`config.mk`:
```
export PLATFORM = sky130hd
export DESIGN_NAME = alu_result_framer
export DESIGN_NICKNAME = d
export VERILOG_FILES = /design/src/rtl/alu_result_framer_pkg.sv /design/src/rtl/alu_result_framer.sv
export SDC_FILE = /design/constraint.sdc
export NUM_CORES = 1
export LEC_CHECK = 0
export ABC_AREA = 1
export BUFFER_PORTS_ARGS = -buffer_cell sky130_fd_sc_hd__buf_2
export CAP_MARGIN = 10
export CORE_MARGIN = 3
export CORE_UTILIZATION = 54
export DETAILED_ROUTE_END_ITERATION = 16
export GPL_ROUTABILITY_DRIVEN = 0
export PLACE_DENSITY = 0.77
export SYNTH_ARGS = -nofsm -noshare
export SYNTH_HDL_FRONTEND = slang
export SYNTH_SLANG_ARGS = --single-unit
```
`constraint.sdc`:
```
create_clock -name CLK -period 3.2 [get_ports CLK]
set_clock_uncertainty 0.15 [all_clocks]
set_input_delay 0.96 -clock CLK [delete_from_list [all_inputs] [get_ports CLK]]
set_output_delay 0.96 -clock CLK [all_outputs]
set_load 0.02 [all_outputs]
```
`src/rtl/alu_result_framer_pkg.sv`:
```
// Shared ALU constants: result width, outgoing byte width and ALU_FUN encodings.
// The ALU and its downstream framer both import this so their widths agree.
package alu_result_framer_pkg;

  localparam int ALU_RES_WIDTH  = 16;
  localparam int ALU_DATA_WIDTH = 8;

  typedef enum logic [3:0] {
    ALU_FUN_ADD = 4'h0,
    ALU_FUN_SUB = 4'h1,
    ALU_FUN_AND = 4'h2,
    ALU_FUN_OR  = 4'h3,
    ALU_FUN_XOR = 4'h4,
    ALU_FUN_NOT = 4'h5,
    ALU_FUN_SHL = 4'h6,
    ALU_FUN_SHR = 4'h7,
    ALU_FUN_CMP = 4'h8
  } alu_fun_e;

endpackage

```
`src/rtl/alu_result_framer.sv`:
```
// Streams each valid ALU result as LSB-first bytes over a valid/ready port,
// with one pending slot so a result arriving mid-frame is not lost.
module alu_result_framer
  import alu_result_framer_pkg::*;
#(
  parameter int DATA_WIDTH = ALU_DATA_WIDTH,
  parameter int RES_WIDTH  = ALU_RES_WIDTH
) (
  input  logic                  CLK,
  input  logic                  RST,
  input  logic [RES_WIDTH-1:0]  ALU_OUT,
  input  logic                  OUT_VALID,
  input  logic                  TX_READY,
  output logic [DATA_WIDTH-1:0] TX_DATA,
  output logic                  TX_VALID,
  output logic                  BUSY,
  output logic                  OVERRUN,
  output logic                  DBG_STATE
);

  localparam int NBYTES = RES_WIDTH / DATA_WIDTH;
  localparam int IDX_W  = (NBYTES > 1) ? $clog2(NBYTES) : 1;
  localparam logic [IDX_W-1:0] LAST_IDX = IDX_W'(NBYTES - 1);

  typedef enum logic {
    IDLE = 1'b0,
    SEND = 1'b1
  } state_e;

  // Handshake: a byte moves on a CLK edge where TX_VALID && TX_READY; once
  // TX_VALID is raised, TX_VALID and TX_DATA hold until that transfer happens.

  state_e               r_state;
  state_e               w_state_nxt;
  logic [RES_WIDTH-1:0] r_shift;
  logic [RES_WIDTH-1:0] w_shift_nxt;
  logic [RES_WIDTH-1:0] r_pend;
  logic [RES_WIDTH-1:0] w_pend_nxt;
  logic                 r_pend_valid;
  logic                 w_pend_valid_nxt;
  logic [IDX_W-1:0]     r_idx;
  logic [IDX_W-1:0]     w_idx_nxt;
  logic                 r_busy;
  logic                 r_overrun;
  logic                 w_overrun_nxt;
  logic                 w_xfer;
  logic                 w_last;

  assign w_xfer = (r_state == SEND) && TX_READY;
  assign w_last = (r_idx == LAST_IDX);

  always_comb begin
    w_state_nxt      = r_state;
    w_shift_nxt      = r_shift;
    w_pend_nxt       = r_pend;
    w_pend_valid_nxt = r_pend_valid;
    w_idx_nxt        = r_idx;
    w_overrun_nxt    = 1'b0;
    unique case (r_state)
      IDLE: begin
        if (OUT_VALID) begin
          w_shift_nxt = ALU_OUT;
          w_idx_nxt   = '0;
          w_state_nxt = SEND;
        end
      end
      SEND: begin
        if (w_xfer && !w_last) begin
          w_idx_nxt = r_idx + 1'b1;
        end
        if (w_xfer && w_last) begin
          // Frame boundary: the pending result goes first, a fresh one may refill pending.
          if (r_pend_valid) begin
            w_shift_nxt      = r_pend;
            w_idx_nxt        = '0;
            w_pend_valid_nxt = OUT_VALID;
            if (OUT_VALID) begin
              w_pend_nxt = ALU_OUT;
            end
          end else if (OUT_VALID) begin
            w_shift_nxt = ALU_OUT;
            w_idx_nxt   = '0;
          end else begin
            w_state_nxt = IDLE;
          end
        end else if (OUT_VALID) begin
          if (!r_pend_valid) begin
            w_pend_nxt       = ALU_OUT;
            w_pend_valid_nxt = 1'b1;
          end else begin
            w_overrun_nxt = 1'b1;
          end
        end
      end
      default: begin
        w_state_nxt = IDLE;
      end
    endcase
  end

  always_ff @(posedge CLK) begin
    if (RST) begin
      r_state      <= IDLE;
      r_shift      <= '0;
      r_pend       <= '0;
      r_pend_valid <= 1'b0;
      r_idx        <= '0;
      r_busy       <= 1'b0;
      r_overrun    <= 1'b0;
    end else begin
      r_state      <= w_state_nxt;
      r_shift      <= w_shift_nxt;
      r_pend       <= w_pend_nxt;
      r_pend_valid <= w_pend_valid_nxt;
      r_idx        <= w_idx_nxt;
      r_busy       <= (w_state_nxt == SEND) | w_pend_valid_nxt;
      r_overrun    <= w_overrun_nxt;
    end
  end

  // In IDLE the index and shift register are left alone, so the last byte stays on TX_DATA.
  assign TX_DATA   = r_shift[r_idx*DATA_WIDTH +: DATA_WIDTH];
  assign TX_VALID  = (r_state == SEND);
  assign BUSY      = r_busy;
  assign OVERRUN   = r_overrun;
  assign DBG_STATE = r_state;

endmodule

```
==> run metrics, run 1 <==
status finished clean; DRT antenna net count 0; Post-Syn Nets around 330; post-synthesis sequential area ratio 37.42%; Slew HR 39.08%; clk_lat worst skew 0.29 ns; Die X 66.55 µm; clock transition at the registers of the reported paths about 0.08 ns; Worst path slowest cell dfxtp_1; finished layout cell area between 2000 and 2500 µm²; Post-CTS Hold Buffers 0; Final min period 2.411 ns; GRT Max-Usage Layer met2; global-route wire length before repair around 8300 µm; GRT Util Overall 24.65%; Setup TNS Final 0 ns; syn_area_per_cell ~6.3 µm²; Num CTS Buffers 5; FF-to-FF Start DBG_STATE$_SDFF_PP0_; Netlist Area Pre-Place 1979 µm²; DR iter-0 viols 149; row count 21; CP top delay family buffers and inverters; Nets approximately 360; R2R setup slack 1.13 ns; final hold violation count 0; Most Frequent Cell on Critical Path nand2_1; Initial Utilization between 50% and 60%; area of the multi-input gates between 900 and 1000 µm²; Fmax 414.7 MHz; total power 1144 µW; initial antenna violation count 0; arrival time at the worst endpoint roughly 1.3 ns; DRC 0; Crit Reg-Reg Endpoint r_shift[2]$_SDFFE_PP0P_; leakage power about 0.0012 µW; post-CTS setup buffers 0; Area Growth Syn to Fin 13.40%; crit-path max FO 13; DRT Wirelength 4927 µm; CP Data Required Time 2.09 ns; drt pass-1 iters 4; grt met2 use 42.20%; Post-Synthesis Cells 314; critical path capture point type primary output; post-synth top area cell dfxtp_1; CTS tree done; slowest stage delay, CP slightly above 0.3 ns; critical-path cell list buf_4 -> inv_1 -> nand2_1 -> nand2_1 -> buf_2; fin crit share 75.35%; ant diodes 0; crit path from r_idx$_SDFFE_PP0P_; CTS Root Cell clkbuf_8; average vias per placed instance 5.260; share of cells above drive strength 1 15.38%; Die H 66.55 µm; most frequent cells in the layout 92 x nand2_1, 45 x inv_1, 37 x dfxtp_1; top-area cell type share of the netlist area between 30% and 40%; Via Count 2,020; met1 Track Usage GR a little over 30%; Core ar. 3442 µm²; Ports 32; hold crit path type register to register; post-CTS sizing 0; placed cell areas ~2100 µm²; Worst-Margin Slew slightly above 0.9 ns; die area 4428 µm²; met3 usage 6.408%; Max Slew Vio Count 0; Critical Path Stages 5; power density cells between 500 and 600 nW/µm²; maxcap violations 0; synth top area cells dfxtp_1 37%, nand2_1 17%, inv_1 8.5%; final setup vio count 0; GRT overflow 0; type of origin of the critical path register; Storage cell area 740.7 µm²; Max clock buf depth 2; critical path class register to primary output; flops & latches, synth 37; Max H-tree Level 2; largest net degree at the start of global routing 33; DR WL/cell 12.83 µm; FF-to-FF path depth 3; input/output buffers 31; post-DP HPWL 3174 µm; Filler cells 367; number of global-route vias before repair 1,886; count of distinct cell types in the synthesized netlist 20; CP bufs+invs 3; # clock sinks 37; end of the critical path TX_DATA[0]; commonest non-fill, non-tap cell in the layout nand2_1; YS warnings 0; RSZ-0062 raised after global routing false; VDD IR max 0.5233 mV
[worst register-to-register path, cell delays in order (launching register included)]
cell     delay, ns
dfxtp_1       0.59
nand2_1       0.65
o21ai_0       0.42
a21oi_1       0.10
[where the power goes]
part / switching [µW] / internal, µW / total, µW
clock: 167 / 254 / 422
sequential: 26.3 / 497 / 523
combinational: 128 / 71.2 / 200
[flip-flops by register name, summed over array words and instances (netlist names)]
name,flops
r_pend_valid,1
r_pend,16
r_shift,16
r_idx,1
BUSY,1
DBG_STATE,1
OVERRUN,1
[cells in the mapped netlist]
library cell and n:
buf_4 2, a211oi_1 1, nand3_1 16, nand4_1 16, o21a_1 1, a21oi_1 19, inv_1 45, clkbuf_1 10
buf_2 6, nor2_1 19, nand2_2 1, nand2_1 92, nor3_1 4, inv_2 6, o21ai_0 33, nand4_2 1
clkinv_1 2, nand3_4 2, buf_6 1, dfxtp_1 37
[cell type report]
cell class	instances	area share, %
Inverter	53	8.863
Multi-Input combinational cell	205	42.14
Timing Repair Buffer	35	8.250
Clock inverter	1	1.338
Sequential cell	37	33.00
Clock buffer	7	3.846
Tap cell	46	2.564
[worst min-delay path by stage]
| stage | start | end | slack, ns | cells past startpoint |
|---|---|---|---|---|
| 3_3_place_gp | r_pend[12]$_SDFFE_PP0P_ | r_pend[12]$_SDFFE_PP0P_ | 0.35 | 4 |
| 6_report | r_pend[12]$_SDFFE_PP0P_ | r_pend[12]$_SDFFE_PP0P_ | 0.36 | 4 |
| 4_1_cts | r_pend[12]$_SDFFE_PP0P_ | r_pend[12]$_SDFFE_PP0P_ | 0.36 | 4 |
| 2_1_floorplan | r_pend[0]$_SDFFE_PP0P_ | r_pend[0]$_SDFFE_PP0P_ | 0.33 | 4 |
| 5_1_grt | r_pend[12]$_SDFFE_PP0P_ | r_pend[12]$_SDFFE_PP0P_ | 0.38 | 4 |
| 3_5_place_dp | r_pend[12]$_SDFFE_PP0P_ | r_pend[12]$_SDFFE_PP0P_ | 0.34 | 4 |
[stage by stage]
stage	setup WS [ns]	std cells	hold slack, ns	utilization (%)
final	0.7888	384	0.3605	65.21
after global routing	0.6424	384	0.3823	65.21
after CTS	0.7718	384	0.3567	65.21
after detailed placement	0.5854	376	0.3428	61.83
after global placement	0.6532	376	0.3480	61.83
after floorplan	1.043	314	0.3330	-
[logic make-up after synthesis]
logic type	synth area share (%)
buffers and inverters	14.79
and+or+nand+nor	33.88
DFF	37.42
AOI/OAI and AO/OA	13.91
[per-layer routing]
layer | part of all wire (%) | vias to the layer above
met2 | 49 | 58
li1 | - | 1037
met1 | 44 | 919
met5 | 0 | -
met3 | 6.0 | 6
met4 | 0.91 | 0
Power figures use the tool's default switching activity.
==> inputs of run 2 (changes only) <==
Settings changed: CORE_UTILIZATION 54 to 50, PLACE_DENSITY 0.77 to 0.75.
Clock period 3.2 ns to 2.1 ns, I/O delays scaled along.
==> run metrics, run 2 (synthesis results as in run 1) <==
pre-CTS WS 0.2057 ns (-0.3797 ns); VDD IR max 0.6513 mV (+24%); DRT antenna net count 0 (unchanged); arrival time at the worst endpoint 1.19 ns (-0.11 ns); Nets 363 (+1.7%); Worst-Margin Slew 0.4268 ns (-0.4847 ns); type of origin of the critical path register; Max Slew Vio Count 0 (unchanged); Final min period 1.971 ns; post-CTS sizing 0 (unchanged); Fin Hold WS 0.3596 ns (-0.0008190 ns); clk_lat worst skew 0.29 ns (about the same); RSZ-0062 raised after global routing false; DR WL/cell 12.07 µm (-5.9%); Ports 32 (unchanged); Post-CTS Hold Buffers 0 (unchanged); final setup vio count 0 (unchanged); GRT Util Overall 21.70% (-2.9 points); row count 22 (+4.8%); Max clock buf depth 2 (unchanged); number of global-route vias before repair 1,700 (-9.9%); DRT Wirelength 4732 µm (-4.0%); initial antenna violation count 0 (unchanged); status finished clean; ant diodes 0 (unchanged); largest net degree at the start of global routing 33 (unchanged); Storage cell area 740.7 µm² (unchanged); Fmax 507.3 MHz; fin crit share 93.86%; placed cell areas 2176 µm² (+2.2%); Setup TNS Final 0 ns (unchanged); Die H 68.92 µm (+3.6%); die area 4750 µm² (+7.3%); Filler cells 377 (+2.7%); share of cells above drive strength 1 17.15% (+1.8 points); Area Growth Syn to Fin 16.69%; drt pass-1 iters 4 (unchanged); crit-path max FO 12 (-1); critical path class register to primary output; Slew HR 71.51% (+32 points); Via Count 1,950 (-3.5%); input/output buffers 31 (unchanged); Initial Utilization 52.87% (-4.6 points); post-DP HPWL 3097 µm (-2.4%); DRC 0 (unchanged); worst setup margin 0.1289 ns (-0.6599 ns); hold crit path type register to register; CTS tree done; clock transition at the registers of the reported paths 0.08 ns (about the same); Num CTS Buffers 5 (unchanged); finished layout cell area 2310 µm² (+2.9%); Max H-tree Level 2 (unchanged); leakage power 0.001197 µW (+3.1%); CP Data Required Time 1.32 ns (-0.77 ns); Core ar. 3744 µm² (+8.8%); most frequent cells in the layout 92 x nand2_1, 45 x inv_1, 37 x dfxtp_1; DR iter-0 viols 136 (-8.7%); # clock sinks 37 (unchanged); global-route wire length before repair 7679 µm (-7.6%); Largest regs r_pend (16), r_shift (16); power density cells 797.4 nW/µm² (+56%); final hold violation count 0 (unchanged); average vias per placed instance 4.974 (-5.4%); CTS Root Cell clkbuf_8; critical path capture point type primary output; Die X 68.92 µm (+3.6%); commonest non-fill, non-tap cell in the layout nand2_1; area of the multi-input gates 945.9 µm² (unchanged); post-CTS setup buffers 0 (unchanged); GRT overflow 0 (unchanged); maxcap violations 0 (unchanged)
==> run 2: worst paths after layout <==
check / startpoint / end / slack (ns) / depth (start not counted)
worst max-delay path: r_idx$_SDFFE_PP0P_ / TX_DATA[4] / 0.13 / 4
worst min-delay path: r_pend[5]$_SDFFE_PP0P_ / r_pend[5]$_SDFFE_PP0P_ / 0.36 / 4
worst max register to register: DBG_STATE$_SDFF_PP0_ / r_pend[7]$_SDFFE_PP0P_ / 0.37 / 6
worst min register to register: r_pend[5]$_SDFFE_PP0P_ / r_pend[5]$_SDFFE_PP0P_ / 0.36 / 4
==> run 2: layout make-up <==
| class | instances | area share [%] |
|---|---|---|
| multi-input cells | 205 | 40.95 |
| inverters | 53 | 8.613 |
| repair buffers | 41 | 9.967 |
| clock inverters | 3 | 2.817 |
| well taps | 48 | 2.600 |
| flip-flops and latches | 37 | 32.07 |
| clock buffers | 5 | 2.979 |
==> run 2: power breakdown <==
part,leakage (µW),internal [µW],switching (µW)
Combinational,0.000824,115,192
Clock,0.0000681,472,268
Sequential,0.000305,756,38.0
Total,0.00120,1340,498
==> run 2: critical path, stage by stage, from the launching register on <==
cell     delay [ns]
dfxtp_1        0.33
buf_4          0.22
nand2_1        0.11
nand2_1        0.08
buf_2          0.16
==> run 2: routing by layer <==
metal / up-vias / global-route usage [%] / share of wire, %
met4: 0 / 4.380 / 0.70
met3: 4 / 5.348 / 5.6
met5: - / 0 / 0
met1: 858 / 27.23 / 46
met2: 45 / 37.62 / 48
li1: 1043 / - / -
==> run 2: stage by stage <==
stage / std cells / util (%) / total power (µW)
global route: 392 / 61.70 / 1929
detailed placement: 384 / 58.12 / 1118
finish: 392 / 61.70 / 1842
CTS: 392 / 61.70 / 1852
global placement: 384 / 58.12 / 1112
floorplan: 314 / - / 1026
